<file path="src/rtl/reg_write_select.sv">
// reg_write_select: registered 5-to-32 one-hot write-select decoder.
// A 2:4 stage on address bits [4:3], gated by RegWrite, enables one of four
// 3:8 stages on bits [2:0]. The result is registered once for writeback.
// Optional build macro: REG_WRITE_SELECT_XZR_MASK_EN -- when defined,
// register 31 (XZR) never produces a select.
`timescale 1ns/1ps

module decoder2_4 (
    input  logic       i0,
    input  logic       i1,
    input  logic       enable,
    output logic [3:0] out
);
    // Gated one-hot decode of {i0,i1}; enable low forces all zeros.
    assign out = enable ? (4'b0001 << {i0, i1}) : 4'b0000;
endmodule

module decoder3_8 (
    input  logic       i0,
    input  logic       i1,
    input  logic       i2,
    input  logic       enable,
    output logic [7:0] out
);
    // Gated one-hot decode of {i0,i1,i2}; enable low forces all zeros.
    assign out = enable ? (8'b0000_0001 << {i0, i1, i2}) : 8'b0000_0000;
endmodule

module reg_write_select (
    input  logic        clk,
    input  logic        reset_n,
    input  logic [4:0]  WriteRegister,
    input  logic        RegWrite,
    output logic [31:0] selectReg,
    output logic [31:0] selectComb
);
    // Bit 31 is dropped in the XZR-masked build; every other bit is kept.
`ifdef REG_WRITE_SELECT_XZR_MASK_EN
    localparam logic [31:0] XzrMask = 32'h7FFF_FFFF;
`else
    localparam logic [31:0] XzrMask = 32'hFFFF_FFFF;
`endif

    logic [3:0]  selectDec;
    logic [31:0] decodeRaw;

    // Upper address bits pick the bank; RegWrite gates the whole tree here,
    // so a disabled write can never reach any 3:8 stage.
    decoder2_4 uDecHi (
        .i0     (WriteRegister[4]),
        .i1     (WriteRegister[3]),
        .enable (RegWrite),
        .out    (selectDec)
    );

    // One 3:8 stage per bank of eight registers.
    for (genvar j = 0; j < 4; j++) begin : gBank
        decoder3_8 uDecLo (
            .i0     (WriteRegister[2]),
            .i1     (WriteRegister[1]),
            .i2     (WriteRegister[0]),
            .enable (selectDec[j]),
            .out    (decodeRaw[8*j +: 8])
        );
    end

    assign selectComb = decodeRaw & XzrMask;

    // Register the decode; reset clears immediately and drops any pending select.
    always_ff @(posedge clk or negedge reset_n) begin
        if (!reset_n) selectReg <= 32'h0000_0000;
        else          selectReg <= selectComb;
    end
endmodule

</file>
<file path="config.mk">
export PLATFORM = sky130hd
export DESIGN_NAME = reg_write_select
export DESIGN_NICKNAME = d
export VERILOG_FILES = /design/src/rtl/reg_write_select.sv
export SDC_FILE = /design/constraint.sdc
export NUM_CORES = 1
export LEC_CHECK = 0
export ABC_AREA = 1
export BUFFER_PORTS_ARGS = -buffer_cell sky130_fd_sc_hd__buf_2
export CORE_ASPECT_RATIO = 1.25
export CORE_UTILIZATION = 30
export DETAILED_ROUTE_END_ITERATION = 10
export GPL_TIMING_DRIVEN = 0
export PLACE_DENSITY_LB_ADDON = 0.1
export SETUP_SLACK_MARGIN = 0.2
export SLEW_MARGIN = 20
export SYNTH_ARGS = -nofsm -noshare
export SYNTH_HDL_FRONTEND = slang
export SYNTH_SLANG_ARGS = --single-unit
</file>
<file path="constraint.sdc">
create_clock -name clk -period 0.9 [get_ports clk]
set_input_delay 0.27 -clock clk [delete_from_list [all_inputs] [get_ports clk]]
set_output_delay 0.27 -clock clk [all_outputs]
set_load 0.05 [all_outputs]
</file>
# Word-level counts from Yosys, hierarchy flattened
# Index checks and enable logic that the tools add are counted.
# totals
regBits,32
inputBits,8
output_inout_bits,64
wordCells,8
# classes
n_shift,2
mux,5
# op_table
operator,count
$mux 8,4
$shl 1x3->8 const A,1
$mux 4,1
$shl 1x2->4 const A,1

# Longest topological paths before layout
# Gate-level depths: netlist of run 1.
# logic_depth
ltp_word,3
depth_mapped,3
ltp_nobuf,3

# Modules after synthesis
# A second synthesis of run 1 with hierarchy kept.
# unflattened
hier_cells,108
hier_area_um2,1086.0
# by_module_without_submodules
module,instances,cells_per_inst,area_each_um2,seq_area_each_um2
reg_write_select,1,32,800.8,800.8
decoder3_8,4,17,63.8,0.0
decoder2_4,1,8,30.0,0.0

# Least setup slack after synthesis of run 1
# Ideal clock, no wire load.
# synth_timing
path_type,input to output
start,in WriteRegister[4]
end,out selectComb[10]
t_arrival_ps,1207
required_time_ps,630
path_slack_ps,-577
stages,3
n_path_buf,0
cell_sequence,inv_1 nand3_1 nor2_1
# synth_via
elab_chain_len,3
# synth_lines
item,line_no,source
start: declaration,32,"input logic [4:0] WriteRegister,"
$shl 1x2->4,15,"assign out = enable ? (4'b0001 << {i0, i1}) : 4'b0000;"
$mux 4,15,
$mux 8,26,"assign out = enable ? (8'b0000_0001 << {i0, i1, i2}) : 8'b0000_0000;"
end: declaration,35,output logic [31:0] selectComb
# Every way passes these cells.

# Worst setup path in the final report of run 1
# layout_timing
start,in WriteRegister[2]
end,out selectComb[18]
# layout_via
elab_chain_len,2
# layout_lines
item,line_no
$shl 1x3->8,26
$mux 8,26
# Every way passes these cells.

==> key figures, run 1 <==
Pwr
  • Pwr/cell area: 1100 nW/um2
  • Comb power frac: 19.2%
  • Net Sw Power: 0.874 mW
  • VDD IR-drop max: 0.00109 V
  • Sequential fraction of design power: 47.3%
  • Internal power: 2.21 mW
  • Clock power share: 33.5%
  • Sw Share: 28.3%
  • Leakage: 1.16 nW

CTS
  • Num CTS Buffers: 5
  • # clock sinks: 32
  • Clock Tree Buf Depth: 2
  • Clock transition at the registers of the reported paths: 70 ps
  • H-tree Lvls: 2
  • Hold_buf cts: 0
  • Root Buffer: clkbuf_8
  • CTS tree: done

Logic synthesis
  • Top-area cell type share of the netlist area: 79.8%
  • Area leader, netlist: dfrtp_1
  • Top cells by area, synth: dfrtp_1, nor2_1, nand3_1
  • Syn. warnings: 0
  • Seq/Total Area, Yosys: 79.8%
  • Syn Nets: 91
  • Syn avg cell area: 12.1 um2
  • Register bit total from synthesis: 32
  • Syn Std Cell Area: 1000 um2
  • Synth cell types: 5
  • Cells after Synth: 83

Placement
  • Number of port buffers: 71
  • Post-DP HPWL: 2.15 mm
  • Worst slack at placement: -673 ps
  • GP Congestion: 0.636
  • Placed cell areas: 1870 um2

Routing
  • DRC viols: 0
  • Drt total wl: 4.02 mm
  • Vias per inst: 4.73
  • Number of DRC markers in iteration 0: 11
  • DR vias: 1,046
  • Drt wl/cell: 18.2 um
  • ANT nets after route: 0
  • DR pass1 iterations: 4

Run status
  • Failing checks: setup timing
  • Status: complete, but fails checks

Floorplan
  • Boundary pin count: 72
  • DIE WIDTH: 53.7 um
  • Core Box Area: 3190 um2
  • Core Rows: 23
  • Die Height: 66.7 um
  • Initial Util: 31.4%
  • DIE AREA: 3580 um2

Timing
  • Post-route setup slack: -413 ps
  • Final worst path period share: 146%
  • Max Slew Vio Count: 0
  • Worst hold slack: 38.2 ps
  • Final TNS setup: -17,560 ps
  • Post-layout min period: 1310 ps
  • RSZ-0062 raised after global routing: yes
  • Worst Max-Slew Pin Slew: 706 ps
  • Max transition margin: 52.9%
  • Max frequency: 762 MHz
  • # setup viols final: 64
  • Final Hold Vio Count: 0

Hold path
  • HP Class: primary input to async pin

Finish
  • Largest regs: selectReg x32
  • Fill count: 118
  • Final instance area: 2810 um2
  • Nets: 192
  • Max reg flops: 32
  • Layout cells sized above 1: 99.5%
  • Area growth, synth to finish: 180%
  • Largest Register: selectReg
  • Final antenna diode count: 0

Setup path
  • Crit-path cells: buf_12 > clkinvlp_4 > nand3_4 > nor2_4 > buf_8
  • WP data required: 630 ps
  • WP data arrival: 1040 ps
  • Critical path's largest stage delay: 170 ps
  • CP max stage cell: clkinvlp_4
  • CP max FO: 4
  • Critical Path End Type: output pin
  • Setup CP Type: primary input to output pin
  • Startpoint types: primary input

Global routing
  • Total grt overflow: 0
  • Initial antenna violation count: 0
  • Vias in the first global route: 1,124
  • First-pass GRT wire length: 5.75 mm
  • Total global-route track usage: 23.1%
  • Largest net degree at the start of global routing: 33

Run
  • Max-cap violations: 0
-- kinds of logic after synthesis --
family        count (synthesis)  share of synthesized area [%]
buf+inv                       5                           1.87
flops                        32                           79.8
simple gates                 46                           18.3
-- final cells by class --
class                      instances  area (um2)  area share, %
timing repair buffer              94        1210           43.0
sequential                        32         841           29.9
multi-input combinational         46         583           20.7
clock buffer                       6        72.6           2.58
inverter                           5        55.1           1.96
tap                               37        46.3           1.65
clock inverter                     1        5.00          0.178
-- placed cells by master (no fill, tap or decap), types with 2 or more instances in the layout --
cell type | Yosys | routed
nand3_4 | 0 | 9
clkinvlp_4 | 0 | 3
inv_12 | 0 | 2
clkbuf_8 | 0 | 5
nor2_4 | 0 | 34
buf_8 | 0 | 27
buf_6 | 0 | 44
buf_4 | 0 | 11
dfrtp_2 | 0 | 32
buf_12 | 0 | 11
nand2_4 | 0 | 2
-- cells in the mapped netlist (all sizes together) --
| library cell | count |
|---|---|
| dfrtp | 32 |
| inv | 5 |
| nand2 | 3 |
| nand3 | 9 |
| nor2 | 34 |
-- path summary, 6_finish.rpt --
check	cells past startpoint	start	end	slack, ps
max	5	WriteRegister[2]	selectComb[18]	-410
min	1	reset_n	selectReg[13]$_DFF_PN0_	40
max in group asynchronous	1	reset_n	selectReg[10]$_DFF_PN0_	360
min in group clk	4	WriteRegister[1]	selectReg[16]$_DFF_PN0_	340
-- repair_timing --
item | in CTS | in global routing
pin swaps | 39 | 20
resized for setup | 164 | 23
buffers inserted | 18 | 5
gates cloned | 0 | 0
endpoints found under the setup margin | 95 | 69
-- worst max-delay path: cells and delay by family --
family	cells	cell delay, ps
buf+inv	3	440
simple gates	2	330
-- metal layers --
layer	up-vias	track usage [%]	wire (um)	share of wire [%]
met5	-	0	0	0
met2	47	42.1	2460	61
li1	464	-	-	-
met3	4	7.31	192	4.8
met1	531	24.3	1330	33
met4	0	6.91	44	1.1
-- metrics by stage --
stage | instances | total power, mW | utilization, %
final | 221 | 3.09 | 88.0
after CTS | 216 | 3.05 | 84.1
after floorplan | 83 | 1.75 | -
after detailed placement | 191 | 1.89 | 58.6
after global routing | 221 | 3.19 | 88.0
after global placement | 191 | 1.88 | 58.6
-- power groups by stage --
stage          sequential [mW]  combinational, mW  clock [mW]
2_1_floorplan             1.53              0.211           0
3_3_place_gp              1.48              0.397           0
6_report                  1.46              0.592        1.03
3_5_place_dp              1.48              0.404           0
4_1_cts                   1.46              0.566        1.03
5_1_grt                   1.46              0.621        1.11
(Power assumes the default switching activity.)
==> run 2: changes to the inputs <==
- ABC_AREA: 1 -> unset
- SKIP_LAST_GASP: unset -> 1
==> run 2 against run 1 <==
Effect of this change: the flow still finishes with violations (setup timing); largest cell class unchanged; non-clock buffer count rose by 15; core utilization fell by 0.94 points; flip-flop and latch count did not move; via count rose by 1.5%; critical endpoint is now selectComb[10]; routed wire length fell by 5.1%; combinational power fell by 4.2%; sequential power barely moved; hold slack improved by 8.3 ps.
==> key figures, run 2 <==
Run status
  • Status: complete, but fails checks
  • Failing checks: setup timing

Global routing
  • Total grt overflow: 0
  • Largest net degree at the start of global routing: 33
  • Vias in the first global route: 1,075
  • Total global-route track usage: 20.9%
  • First-pass GRT wire length: 5.25 mm
  • Initial antenna violation count: 0

Timing
  • Max transition margin: 52.5%
  • Final Hold Vio Count: 0
  • Worst Max-Slew Pin Slew: 713 ps
  • Worst hold slack: 46.5 ps
  • # setup viols final: 77
  • Post-route setup slack: -661 ps
  • Post-layout min period: 1560 ps
  • Max frequency: 641 MHz
  • Final TNS setup: -23,800 ps
  • Max Slew Vio Count: 0
  • RSZ-0062 raised after global routing: yes
  • Final worst path period share: 173%

Setup path
  • CP max FO: 3
  • Setup CP Type: primary input to output pin
  • WP data required: 630 ps
  • Critical Path End Type: output pin
  • CP max stage cell: nand4bb_4
  • Crit-path cells: buf_12 > buf_6 > buf_6 > nand4bb_4 > buf_12 > nor2_4 > buf_8
  • Critical path's largest stage delay: 250 ps
  • WP data arrival: 1290 ps
  • Critical path launch point: WriteRegister[4]
  • Startpoint types: primary input

Finish
  • Final instance area: 2830 um2
  • Nets: 200
  • Post-route insts no fill: 227
  • Area growth, synth to finish: 174%
  • Commonest non-fill, non-tap cell in the layout: buf_6
  • Core Util, Final: 87.1%
  • Final antenna diode count: 0
  • Commonest non-fill, non-tap cells in the layout: buf_6, nor2_4, dfrtp_2
  • Largest regs: selectReg x32
  • Largest Register: selectReg
  • Fill count: 138
  • Layout cells sized above 1: 97.9%
  • Max reg flops: 32

Logic synthesis
  • Cells after Synth: 79
  • Post-synth top cells: dfrtp_1, nor2_1, clkbuf_1, nand4b_1, nand4bb_1
  • Syn avg cell area: 13.1 um2
  • Syn Nets: 87
  • Syn Std Cell Area: 1030 um2
  • Asr flop ratio synth: 100%
  • Top cells by area, synth: dfrtp_1, nor2_1, nand4bb_1
  • Top-area cell type share of the netlist area: 77.4%
  • Synth cell types: 10
  • Syn. warnings: 0
  • Area leader, netlist: dfrtp_1
  • Seq/Total Area, Yosys: 77.4%
  • Dominant synthesized flop cell: dfrtp_1
  • Post-synth EDFFs: 0
  • Register bit total from synthesis: 32

Run
  • Max-cap violations: 0

CTS
  • Num CTS Buffers: 5
  • Clock Tree Buf Depth: 2
  • # clock sinks: 32
  • Clock transition at the registers of the reported paths: 60 ps
  • CTS tree: done
  • Hold_buf cts: 0
  • H-tree Lvls: 2
  • Root Buffer: clkbuf_8

Floorplan
  • Core Rows: 23
  • DIE WIDTH: 54.5 um
  • Initial Util: 31.8%
  • Die Height: 67.7 um
  • Core Box Area: 3250 um2
  • DIE AREA: 3690 um2
  • Boundary pin count: 72

Routing
  • ANT nets after route: 0
  • DRC viols: 0
  • DR pass1 iterations: 4
  • Drt total wl: 3.82 mm
  • Number of DRC markers in iteration 0: 11
  • DR vias: 1,062
  • Vias per inst: 4.68
  • Drt wl/cell: 16.8 um

Placement
  • Number of port buffers: 71
  • GP Congestion: 0.620
  • Post-DP HPWL: 1.98 mm
  • Placed cell areas: 1780 um2
  • Placed insts: 187

Pwr
  • VDD IR-drop max: 0.000881 V
  • Pwr/cell area: 1050 nW/um2
  • Leakage: 1.24 nW

Hold path
  • HP Class: primary input to async pin
-- run 2: changes by cell type in the layout (fill, tap and decap cells not counted), moves of 3 or more --
cell	before	now
nand4b_1	0	3
buf_6	44	64
nand4bb_4	0	3
clkinvlp_4	3	0
nand3_4	9	0
buf_8	27	24
buf_12	11	4
clkbuf_16	0	3
-- run 2: layer usage --
metal | wire (um) | share of wire, % | global-route usage (%)
met1 | 1370 | 36 | 22.2
met3 | 188 | 4.9 | 6.76
met2 | 2220 | 58 | 37.3
met5 | 0 | 0 | 0
met4 | 48 | 1.3 | 7.37
-- run 2: critical path: cells and delay by family --
kind	cells	cell delay, ps
buffers and inverters	5	640
AND/OR/NAND/NOR	2	370
-- run 2: cell families after synthesis --
| family | synth area share (%) |
|---|---|
| DFF | 77.4 |
| buffers and inverters | 1.09 |
| and+or+nand+nor | 21.5 |
-- run 2: power by group --
part	leakage (nW)	switching, mW	internal [mW]
clock	0.0359	0.445	0.497
sequential	0.392	0.00663	1.45
combinational	0.810	0.314	0.253
total	1.24	0.766	2.20
-- run 2: layout make-up --
type | instances | area, um2 | share of cell area (%)
timing repair buffer | 106 | 1260 | 44.6
buffer | 3 | 75.1 | 2.65
sequential | 32 | 841 | 29.7
clock buffer | 5 | 68.8 | 2.43
tap | 37 | 46.3 | 1.63
multi-input combinational | 44 | 537 | 19.0
-- run 2: stage by stage --
| step | setup WS, ps | total power, mW |
|---|---|---|
| 6_report | -661 | 2.97 |
| 5_1_grt | -706 | 3.09 |
| 4_1_cts | -653 | 2.96 |
| 2_1_floorplan | -562 | 1.73 |
| 3_5_place_dp | -857 | 1.84 |
| 3_3_place_gp | -836 | 1.84 |
-- run 2: path summary, 6_finish.rpt --
| kind | slack, ps | endpoint |
|---|---|---|
| max in group asynchronous | 340 | selectReg[28]$_DFF_PN0_ |
| worst min-delay path | 50 | selectReg[7]$_DFF_PN0_ |
| worst max-delay path | -660 | selectComb[10] |
| min in group clk | 350 | selectReg[2]$_DFF_PN0_ |
-- run 2: timing repair --
action,4_1_cts,5_1_grt
endpoints found under the setup margin,95,96
buffers inserted,26,9
pin swaps,27,15
resized for setup,178,25
